**src/rtl/c5_uart_tx.sv**
```systemverilog
// c5_uart_tx: Wishbone-attached 8N1 UART transmitter with a byte FIFO.
//
// Ports
//   I_clk      sole clock, rising edge
//   I_rst      synchronous active-high reset
//   I_cyc      Wishbone bus cycle
//   I_stb      Wishbone strobe / chip select
//   I_we       1 = write, 0 = read
//   I_adr      0 = DATA, 1 = STATUS
//   I_dat      write data, bits [7:0] used
//   O_dat      read data, zero unless O_ack is high
//   O_ack      one-cycle registered acknowledge
//   O_stall    DATA write refused this cycle because the FIFO is full
//   O_uart_tx  serial output, idles high
//   O_busy     frame in progress or bytes queued
//
// Transmitter states
//   state   | meaning
//   S_IDLE  | line high, waiting for a queued byte
//   S_START | start bit (low) for CLK_DIV cycles
//   S_DATA  | eight data bits, LSB first, CLK_DIV cycles each
//   S_STOP  | stop bit (high); may chain straight into the next start bit

module c5_uart_tx #(
    parameter int CLK_DIV    = 16,
    parameter int FIFO_DEPTH = 4
) (
    input  logic        I_clk,
    input  logic        I_rst,
    input  logic        I_cyc,
    input  logic        I_stb,
    input  logic        I_we,
    input  logic        I_adr,
    input  logic [31:0] I_dat,
    output logic [31:0] O_dat,
    output logic        O_ack,
    output logic        O_stall,
    output logic        O_uart_tx,
    output logic        O_busy
);

    localparam int AW = $clog2(FIFO_DEPTH);
    localparam int CW = $clog2(CLK_DIV);
    localparam logic [CW-1:0] CNT_LAST = CW'(CLK_DIV - 1);

    typedef enum logic [1:0] {S_IDLE, S_START, S_DATA, S_STOP} state_e;

    logic [7:0]    fifo_mem_q [FIFO_DEPTH];
    logic [AW:0]   wr_ptr_q, wr_ptr_d;
    logic [AW:0]   rd_ptr_q, rd_ptr_d;
    logic          fifo_empty, fifo_full;
    logic          accept, push, pop, baud_last;
    logic [7:0]    head_byte;

    state_e        state_q;
    logic [CW-1:0] cnt_q;
    logic [2:0]    bit_q;
    logic [7:0]    shift_q;
    logic          tx_q;
    logic          ack_q;
    logic [31:0]   dat_q;
    logic [31:0]   status;
    logic          unused_dat;

    assign unused_dat = ^I_dat[31:8];

    // Extra pointer bit distinguishes full from empty when the indices match.
    assign fifo_empty = (wr_ptr_q == rd_ptr_q);
    assign fifo_full  = (wr_ptr_q[AW] != rd_ptr_q[AW]) &&
                        (wr_ptr_q[AW-1:0] == rd_ptr_q[AW-1:0]);

    assign O_stall = I_cyc & I_stb & I_we & ~I_adr & fifo_full;
    assign accept  = I_cyc & I_stb & ~O_stall;
    assign push    = accept & I_we & ~I_adr;

    assign baud_last = (cnt_q == CNT_LAST);
    // Pop from IDLE, or on the final stop-bit cycle to chain frames without a gap.
    assign pop = ~fifo_empty &
                 ((state_q == S_IDLE) | ((state_q == S_STOP) & baud_last));
    assign head_byte = fifo_mem_q[rd_ptr_q[AW-1:0]];

    always_comb begin
        wr_ptr_d = push ? wr_ptr_q + 1'b1 : wr_ptr_q;
        rd_ptr_d = pop  ? rd_ptr_q + 1'b1 : rd_ptr_q;
    end

    always_ff @(posedge I_clk) begin
        if (I_rst) begin
            wr_ptr_q <= '0;
            rd_ptr_q <= '0;
        end else begin
            wr_ptr_q <= wr_ptr_d;
            rd_ptr_q <= rd_ptr_d;
            if (push) begin
                fifo_mem_q[wr_ptr_q[AW-1:0]] <= I_dat[7:0];
            end
        end
    end

    always_ff @(posedge I_clk) begin
        if (I_rst) begin
            state_q <= S_IDLE;
            cnt_q   <= '0;
            bit_q   <= '0;
            shift_q <= '0;
            tx_q    <= 1'b1;
        end else begin
            case (state_q)
                S_IDLE: begin
                    tx_q <= 1'b1;
                    if (pop) begin
                        shift_q <= head_byte;
                        cnt_q   <= '0;
                        tx_q    <= 1'b0;
                        state_q <= S_START;
                    end
                end
                S_START: begin
                    if (baud_last) begin
                        cnt_q   <= '0;
                        bit_q   <= '0;
                        tx_q    <= shift_q[0];
                        state_q <= S_DATA;
                    end else begin
                        cnt_q <= cnt_q + 1'b1;
                    end
                end
                S_DATA: begin
                    if (baud_last) begin
                        cnt_q <= '0;
                        if (bit_q == 3'd7) begin
                            tx_q    <= 1'b1;
                            state_q <= S_STOP;
                        end else begin
                            // tx_q takes the bit that becomes shift_q[0] after this shift.
                            shift_q <= shift_q >> 1;
                            tx_q    <= shift_q[1];
                            bit_q   <= bit_q + 3'd1;
                        end
                    end else begin
                        cnt_q <= cnt_q + 1'b1;
                    end
                end
                S_STOP: begin
                    if (baud_last) begin
                        cnt_q <= '0;
                        if (pop) begin
                            shift_q <= head_byte;
                            tx_q    <= 1'b0;
                            state_q <= S_START;
                        end else begin
                            tx_q    <= 1'b1;
                            state_q <= S_IDLE;
                        end
                    end else begin
                        cnt_q <= cnt_q + 1'b1;
                    end
                end
                default: begin
                    tx_q    <= 1'b1;
                    state_q <= S_IDLE;
                end
            endcase
        end
    end

    assign O_busy = (state_q != S_IDLE) | ~fifo_empty;
    assign status = {29'd0, O_busy, fifo_full, fifo_empty};

    always_ff @(posedge I_clk) begin
        if (I_rst) begin
            ack_q <= 1'b0;
            dat_q <= '0;
        end else begin
            ack_q <= accept;
            dat_q <= (accept & ~I_we & I_adr) ? status : 32'd0;
        end
    end

    assign O_ack     = ack_q;
    assign O_dat     = dat_q;
    assign O_uart_tx = tx_q;

endmodule

```
**config.mk**
```make
export PLATFORM = sky130hd
export DESIGN_NAME = c5_uart_tx
export DESIGN_NICKNAME = d
export VERILOG_FILES = /design/src/rtl/c5_uart_tx.sv
export SDC_FILE = /design/constraint.sdc
export NUM_CORES = 1
export LEC_CHECK = 0
export CORE_MARGIN = 8
export CORE_UTILIZATION = 54
export CTS_BUF_LIST = sky130_fd_sc_hd__clkbuf_8
export CTS_CLUSTER_DIAMETER = 150
export DETAILED_ROUTE_END_ITERATION = 8
export GPL_TIMING_DRIVEN = 0
export PLACE_DENSITY = 0.9
export SLEW_MARGIN = 20
export SYNTH_ARGS = -nofsm -noshare
export SYNTH_HDL_FRONTEND = slang
export SYNTH_SLANG_ARGS = --single-unit
```
**constraint.sdc**
```tcl
create_clock -name I_clk -period 5.9 [get_ports I_clk]
set_input_delay 1.77 -clock I_clk [delete_from_list [all_inputs] [get_ports I_clk]]
set_output_delay 1.77 -clock I_clk [all_outputs]
set_load 0.01 [all_outputs]
```
==> impl_metrics.json, run 1 <==
{
  "status": "finished clean",
  "fin_skew_ns": 0.0116,
  "cp_max_fo": 3,
  "dr.pass1.iters": 4,
  "wl_mm": 5.60,
  "hp-start": "cnt_q[1]$_SDFFE_PP0P_",
  "setup_viol": 0,
  "drt-wirelength-per-cell_um": 14.2,
  "arrival_ns": 3.12,
  "power.leakage_nw": 1.44,
  "holdBufCountCts": 0,
  "most-common-layout-cells": "32 x edfxtp_1, 30 x dfxtp_1, 29 x buf_4, 29 x conb_1, 22 x nor2_1",
  "grt_most_used_layer": "met2",
  "irDropWorstVdd_v": 0.000225,
  "clk_latency_ns": 0.35,
  "fin_ws_ns": 1.01,
  "track_usage": 0.140,
  "hp-class": "flop to flop",
  "post-route-period-util": 0.829,
  "io_pins": 74,
  "fp.dieW_um": 91.3,
  "crit_start": "I_adr",
  "vias": 1999,
  "area_growth_pct": 18.8,
  "grt_use_met2": 0.230,
  "post_cts_resized": 0,
  "n_antenna_cell": 0,
  "ys_dominant_reg_cell": "edfxtp_1",
  "min_to": "cnt_q[1]$_SDFFE_PP0P_",
  "period_needed_ns": 4.89,
  "tightest_slew_ns": 0.569,
  "rsz0062_at_grt": "no",
  "overflow": 0,
  "cts_tree": "built",
  "pre_cts_ws_ns": 0.994,
  "cts_made_buffers": 9,
  "power_density_nw_per_um2": 327,
  "crit_type": "input pin to output pin",
  "std_cell_rows": 27,
  "antenna_found_initial": 0,
  "synth_edf_count": 32,
  "yosysWarnings": 0,
  "viasPerCell": 5.07,
  "synth_cell_types": 43,
  "core_area_sq_um": 5510,
  "max-cap-violations": 0,
  "drt_iter0_drc": 119,
  "syn_area_per_cell_sq_um": 11.9,
  "hold_violations": 0,
  "synth_area_sq_um": 3060,
  "hpwl_mm": 4.15,
  "r2r_start": "wr_ptr_q[0]$_SDFFE_PP0P_",
  "grt_pass1_vias": 2017,
  "synth_area_leaders": "edfxtp_1 31%, dfxtp_1 20%, buf_4 7.1%",
  "synthCells": 258,
  "clk_pin_slew_worst_paths_ns": 0.07,
  "use_met3": 0.0634,
  "gp_congestion": 0.832,
  "nNetsFinal": 369,
  "die-area_sq_um": 8340,
  "endpoint_kind": "output pin",
  "layout-drive-gt1-share": 0.217,
  "fmax_mhz": 204,
  "synth-seq-cells": 62,
  "synth_top_area_share": 0.314,
  "yosysTopAreaCell": "edfxtp_1",
  "clkSinkCount": 62,
  "grt_max_degree": 14,
  "ant_nets": 0,
  "dieHeight_um": 91.3,
  "grt_pass1_wl_mm": 9.34,
  "synthArstFlopShare": 0,
  "initial_core_util": 0.556,
  "drc": 0,
  "rrSetupSlack_ns": 3.70,
  "reg2reg_to": "fifo_mem_q[1][1]$_DFFE_PP_",
  "max_slew_margin": 0.619,
  "post_cts_buffers": 0,
  "min_path_cells": 2,
  "start_kind": "input pin",
  "slew_viol_final": 0,
  "tns_ns": 0,
  "grt.met1_usage": 0.151,
  "port_buffers": 20,
  "ys_seq_area_frac": 0.510,
  "rr_worst_depth": 4,
  "cts_buffer_depth": 2,
  "root_buffer": "clkbuf_8",
  "final_common_cell": "edfxtp_1",
  "required_ns": 4.13,
  "h-tree-depth": 3
}
## flip-flops by register name, summed over array words and instances (netlist names), named ones only
register    count
O_uart_tx       1
cnt_q           4
rd_ptr_q        3
O_ack           1
shift_q         8
wr_ptr_q        3
fifo_mem_q     32
O_dat           3
state_q         2
bit_q           3
## critical path: stages
cell and delay (ns):
clkdlybuf4s50_1 0.42, nand4b_1 0.22, nor2_1 0.15, clkdlybuf4s50_1 0.56
## where the power goes
part | switching, mW | internal [mW] | leakage, nW
Clock | 0.184 | 0.157 | 0.0906
Sequential | 0.0235 | 0.485 | 0.531
Combinational | 0.180 | 0.160 | 0.822
## cell families after synthesis
kind of cell    count (synthesis)  synth area share
compound gates                 38            0.0768
xor+xnor                        8            0.0253
fa+ha+maj                      14            0.0572
buf+inv                        44            0.0931
flops                          62             0.510
mux                            23             0.119
other cells                     1           0.00122
simple gates                   68             0.117
## through the flow
stage / instances / hold WS, ns / area (sq um) / util / power, mW
finish: 394 / 0.482 / 3640 / 0.661 / 1.19
detailed placement: 378 / 0.471 / 3460 / 0.628 / 0.852
global route: 394 / 0.513 / 3640 / 0.661 / 1.25
CTS: 394 / 0.480 / 3640 / 0.661 / 1.19
global placement: 378 / 0.461 / 3460 / 0.628 / 0.840
floorplan: 286 / 0.445 / 3170 / - / 0.769
## Yosys cell counts, types with 2 or more instances
master	number
mux2_4	7
o21ai_0	10
and2_1	4
inv_1	7
or4_1	3
nand3_1	6
nand4b_1	2
a21bo_2	2
xor2_1	2
xnor2_1	5
nand3b_1	3
mux4_2	8
or2_2	2
nand2_1	8
clkbuf_1	4
a21oi_1	15
a211oi_1	2
nor3_1	3
and3_1	2
mux2i_1	8
a31oi_1	3
nor2_1	22
ha_1	14
nor2b_1	7
edfxtp_1	32
dfxtp_1	30
buf_2	3
buf_4	29
## layer usage
layer | wire, um | vias up
met5 | 0 | -
met1 | 2420 | 946
met2 | 2680 | 51
met3 | 387 | 10
li1 | - | 992
met4 | 109 | 0
## worst max-delay path by stage
stage / endpoint / slack, ns / depth (start not counted)
after floorplan: O_stall / 1.96 / 2
after global placement: O_stall / 1.00 / 4
after detailed placement: O_stall / 0.99 / 4
after CTS: O_stall / 1.0 / 4
after global routing: O_stall / 0.94 / 4
final: O_stall / 1.01 / 4
## layout make-up
class                           count  area (sq um)
Inverter                            7          26.3
Clock inverter                      7          56.3
Fill cell                         426          1870
Buffer                             37           259
Tap cell                           72          90.1
Sequential cell                    62          1560
Timing Repair Buffer               20           200
Clock buffer                        9           124
Multi-Input combinational cell    180          1320
No activity file was read; power rests on OpenSTA's default activity.
==> inputs of run 2 (changes only) <==
--- a/config.mk
+++ b/config.mk
@@ -6,12 +6,12 @@
 export NUM_CORES = 1
 export LEC_CHECK = 0
 export CORE_MARGIN = 8
-export CORE_UTILIZATION = 54
+export CORE_UTILIZATION = 51
 export CTS_BUF_LIST = sky130_fd_sc_hd__clkbuf_8
 export CTS_CLUSTER_DIAMETER = 150
 export DETAILED_ROUTE_END_ITERATION = 8
 export GPL_TIMING_DRIVEN = 0
-export PLACE_DENSITY = 0.9
+export PLACE_DENSITY = 0.86
 export SLEW_MARGIN = 20
 export SYNTH_ARGS = -nofsm -noshare
 export SYNTH_HDL_FRONTEND = slang
==> constraint.sdc (replaced) <==
create_clock -name I_clk -period 4.7 [get_ports I_clk]
set_input_delay 1.41 -clock I_clk [delete_from_list [all_inputs] [get_ports I_clk]]
set_output_delay 1.41 -clock I_clk [all_outputs]
set_load 0.01 [all_outputs]
==> run 2 against run 1 <==
Effect of this change:
- final area up 1.2%
- total power up 33%
- combinational power grew 26%
- sequential share of layout area decreased by 0.52 points
- global-route usage is 0.19 points lower
- clock power up 52%
- routed wire length rose by 2.3%
- worst hold slack hardly changed
- utilization is 3.1 points lower
- via count increased by 0.90%
- non-clock buffer count unchanged
- critical path type unchanged
- clock skew shrank 0.0059 ns
==> impl_metrics.json, run 2 (synthesis gave the netlist of run 1 again) <==
{
  "status": "finished clean",
  "layout-drive-gt1-share": 0.217,
  "most-common-layout-cells": "32 x edfxtp_1, 30 x dfxtp_1, 29 x buf_4, 29 x conb_1, 22 x nor2_1",
  "ant_nets": 0,
  "power.leakage_nw": 1.46,
  "drt-wirelength-per-cell_um": 14.4,
  "clk_pin_slew_worst_paths_ns": 0.07,
  "largest_reg_flops": 32,
  "power_density_nw_per_um2": 430,
  "drt_iter0_drc": 123,
  "die-area_sq_um": 8740,
  "max-cap-violations": 0,
  "core_area_sq_um": 5850,
  "period_needed_ns": 4.20,
  "hp-class": "flop to flop",
  "post-route-period-util": 0.893,
  "endpoint_kind": "output pin",
  "overflow": 0,
  "port_buffers": 20,
  "crit_type": "input pin to output pin",
  "h-tree-depth": 3,
  "hpwl_mm": 4.21,
  "vias": 2017,
  "clkSinkCount": 62,
  "fin_area_sq_um": 3680,
  "grt_pass1_wl_mm": 9.40,
  "gp_congestion": 0.804,
  "final_util": 0.630,
  "root_buffer": "clkbuf_8",
  "required_ns": 3.29,
  "grt_pass1_vias": 2004,
  "std_cell_rows": 28,
  "clk_latency_ns": 0.34,
  "cp_max_fo": 3,
  "tightest_slew_ns": 0.547,
  "antenna_found_initial": 0,
  "crit_chain": "clkdlybuf4s50_1 -> nand4b_1 -> nor2_1 -> clkdlybuf4s50_1",
  "track_usage": 0.139,
  "cp_slowest_cell": "clkdlybuf4s50_1",
  "fin_skew_ns": 0.00566,
  "holdBufCountCts": 0,
  "max_slew_margin": 0.634,
  "n_antenna_cell": 0,
  "fmax_mhz": 238,
  "dieHeight_um": 93.5,
  "cp_slowest_stage_delay_ns": 0.55,
  "cp_common_cell": "clkdlybuf4s50_1",
  "total_power_mw": 1.58,
  "wl_mm": 5.73,
  "setup_viol": 0,
  "fp.dieW_um": 93.5,
  "post_cts_buffers": 0,
  "tns_ns": 0,
  "initial_core_util": 0.524,
  "arrival_ns": 2.79,
  "grt_max_degree": 13,
  "cts_tree": "built",
  "viasPerCell": 5.08,
  "final_common_cell": "edfxtp_1",
  "io_pins": 74,
  "dr.pass1.iters": 4,
  "cts_buffer_depth": 2,
  "hold_violations": 0,
  "slew_viol_final": 0,
  "nNetsFinal": 369,
  "area_growth_pct": 20.3,
  "drc": 0,
  "cts_made_buffers": 9,
  "irDropWorstVdd_v": 0.000306,
  "post_cts_resized": 0,
  "rsz0062_at_grt": "no",
  "placedInstanceArea_sq_um": 3460,
  "crit_family": "buffers and inverters",
  "start_kind": "input pin",
  "crit_buf_inv": 2
}
[run 2: changes by cell type in the layout (fill, tap and decap cells not counted)]
cell and delta:
bufinv_16 +2, clkinv_4 -1, clkinvlp_4 +1, inv_6 -2
[run 2: path summary, 6_finish.rpt]
path                                                from                         end  slack (ns)  cells after the start
worst max-delay path                               I_adr                     O_stall        0.50                      4
worst min-delay path               bit_q[0]$_SDFFE_PP0P_       bit_q[0]$_SDFFE_PP0P_        0.48                      1
worst max register to register  wr_ptr_q[0]$_SDFFE_PP0P_  fifo_mem_q[0][1]$_DFFE_PP_        2.53                      4
worst min register to register     bit_q[0]$_SDFFE_PP0P_       bit_q[0]$_SDFFE_PP0P_        0.48                      1
[run 2: report_power, final]
group | switching, mW | total (mW) | internal (mW)
Sequential | 0.0296 | 0.638 | 0.608
Clock | 0.217 | 0.517 | 0.300
Combinational | 0.227 | 0.429 | 0.201
Total | 0.474 | 1.58 | 1.11
[run 2: through the flow]
| stage | setup WS [ns] | hold slack [ns] | cells |
|---|---|---|---|
| after global placement | 0.521 | 0.462 | 381 |
| after floorplan | 1.48 | 0.445 | 286 |
| final | 0.504 | 0.482 | 397 |
| after CTS | 0.487 | 0.477 | 397 |
| after detailed placement | 0.484 | 0.468 | 381 |
| after global routing | 0.412 | 0.483 | 397 |
[run 2: final cells by class]
class / count / area (sq um)
Clock inverter: 7 / 97.6
Multi-Input combinational cell: 180 / 1320
Buffer: 37 / 259
Inverter: 7 / 26.3
Timing Repair Buffer: 20 / 200
Sequential cell: 62 / 1560
Fill cell: 490 / 2170
Clock buffer: 9 / 124
Tap cell: 75 / 93.8
[run 2: worst reg2reg max path: cells and delay by family (launching register included)]
kind | cells | cell delay, ns
xor+xnor | 1 | 0.26
flops | 1 | 0.48
simple gates | 3 | 1.08
[run 2: routing by layer]
metal	track usage	up-vias	wire, um
li1	-	1001	-
met1	0.149	946	2370
met2	0.231	63	2840
met3	0.0601	7	425
met4	0.0631	0	93
met5	0	-	0
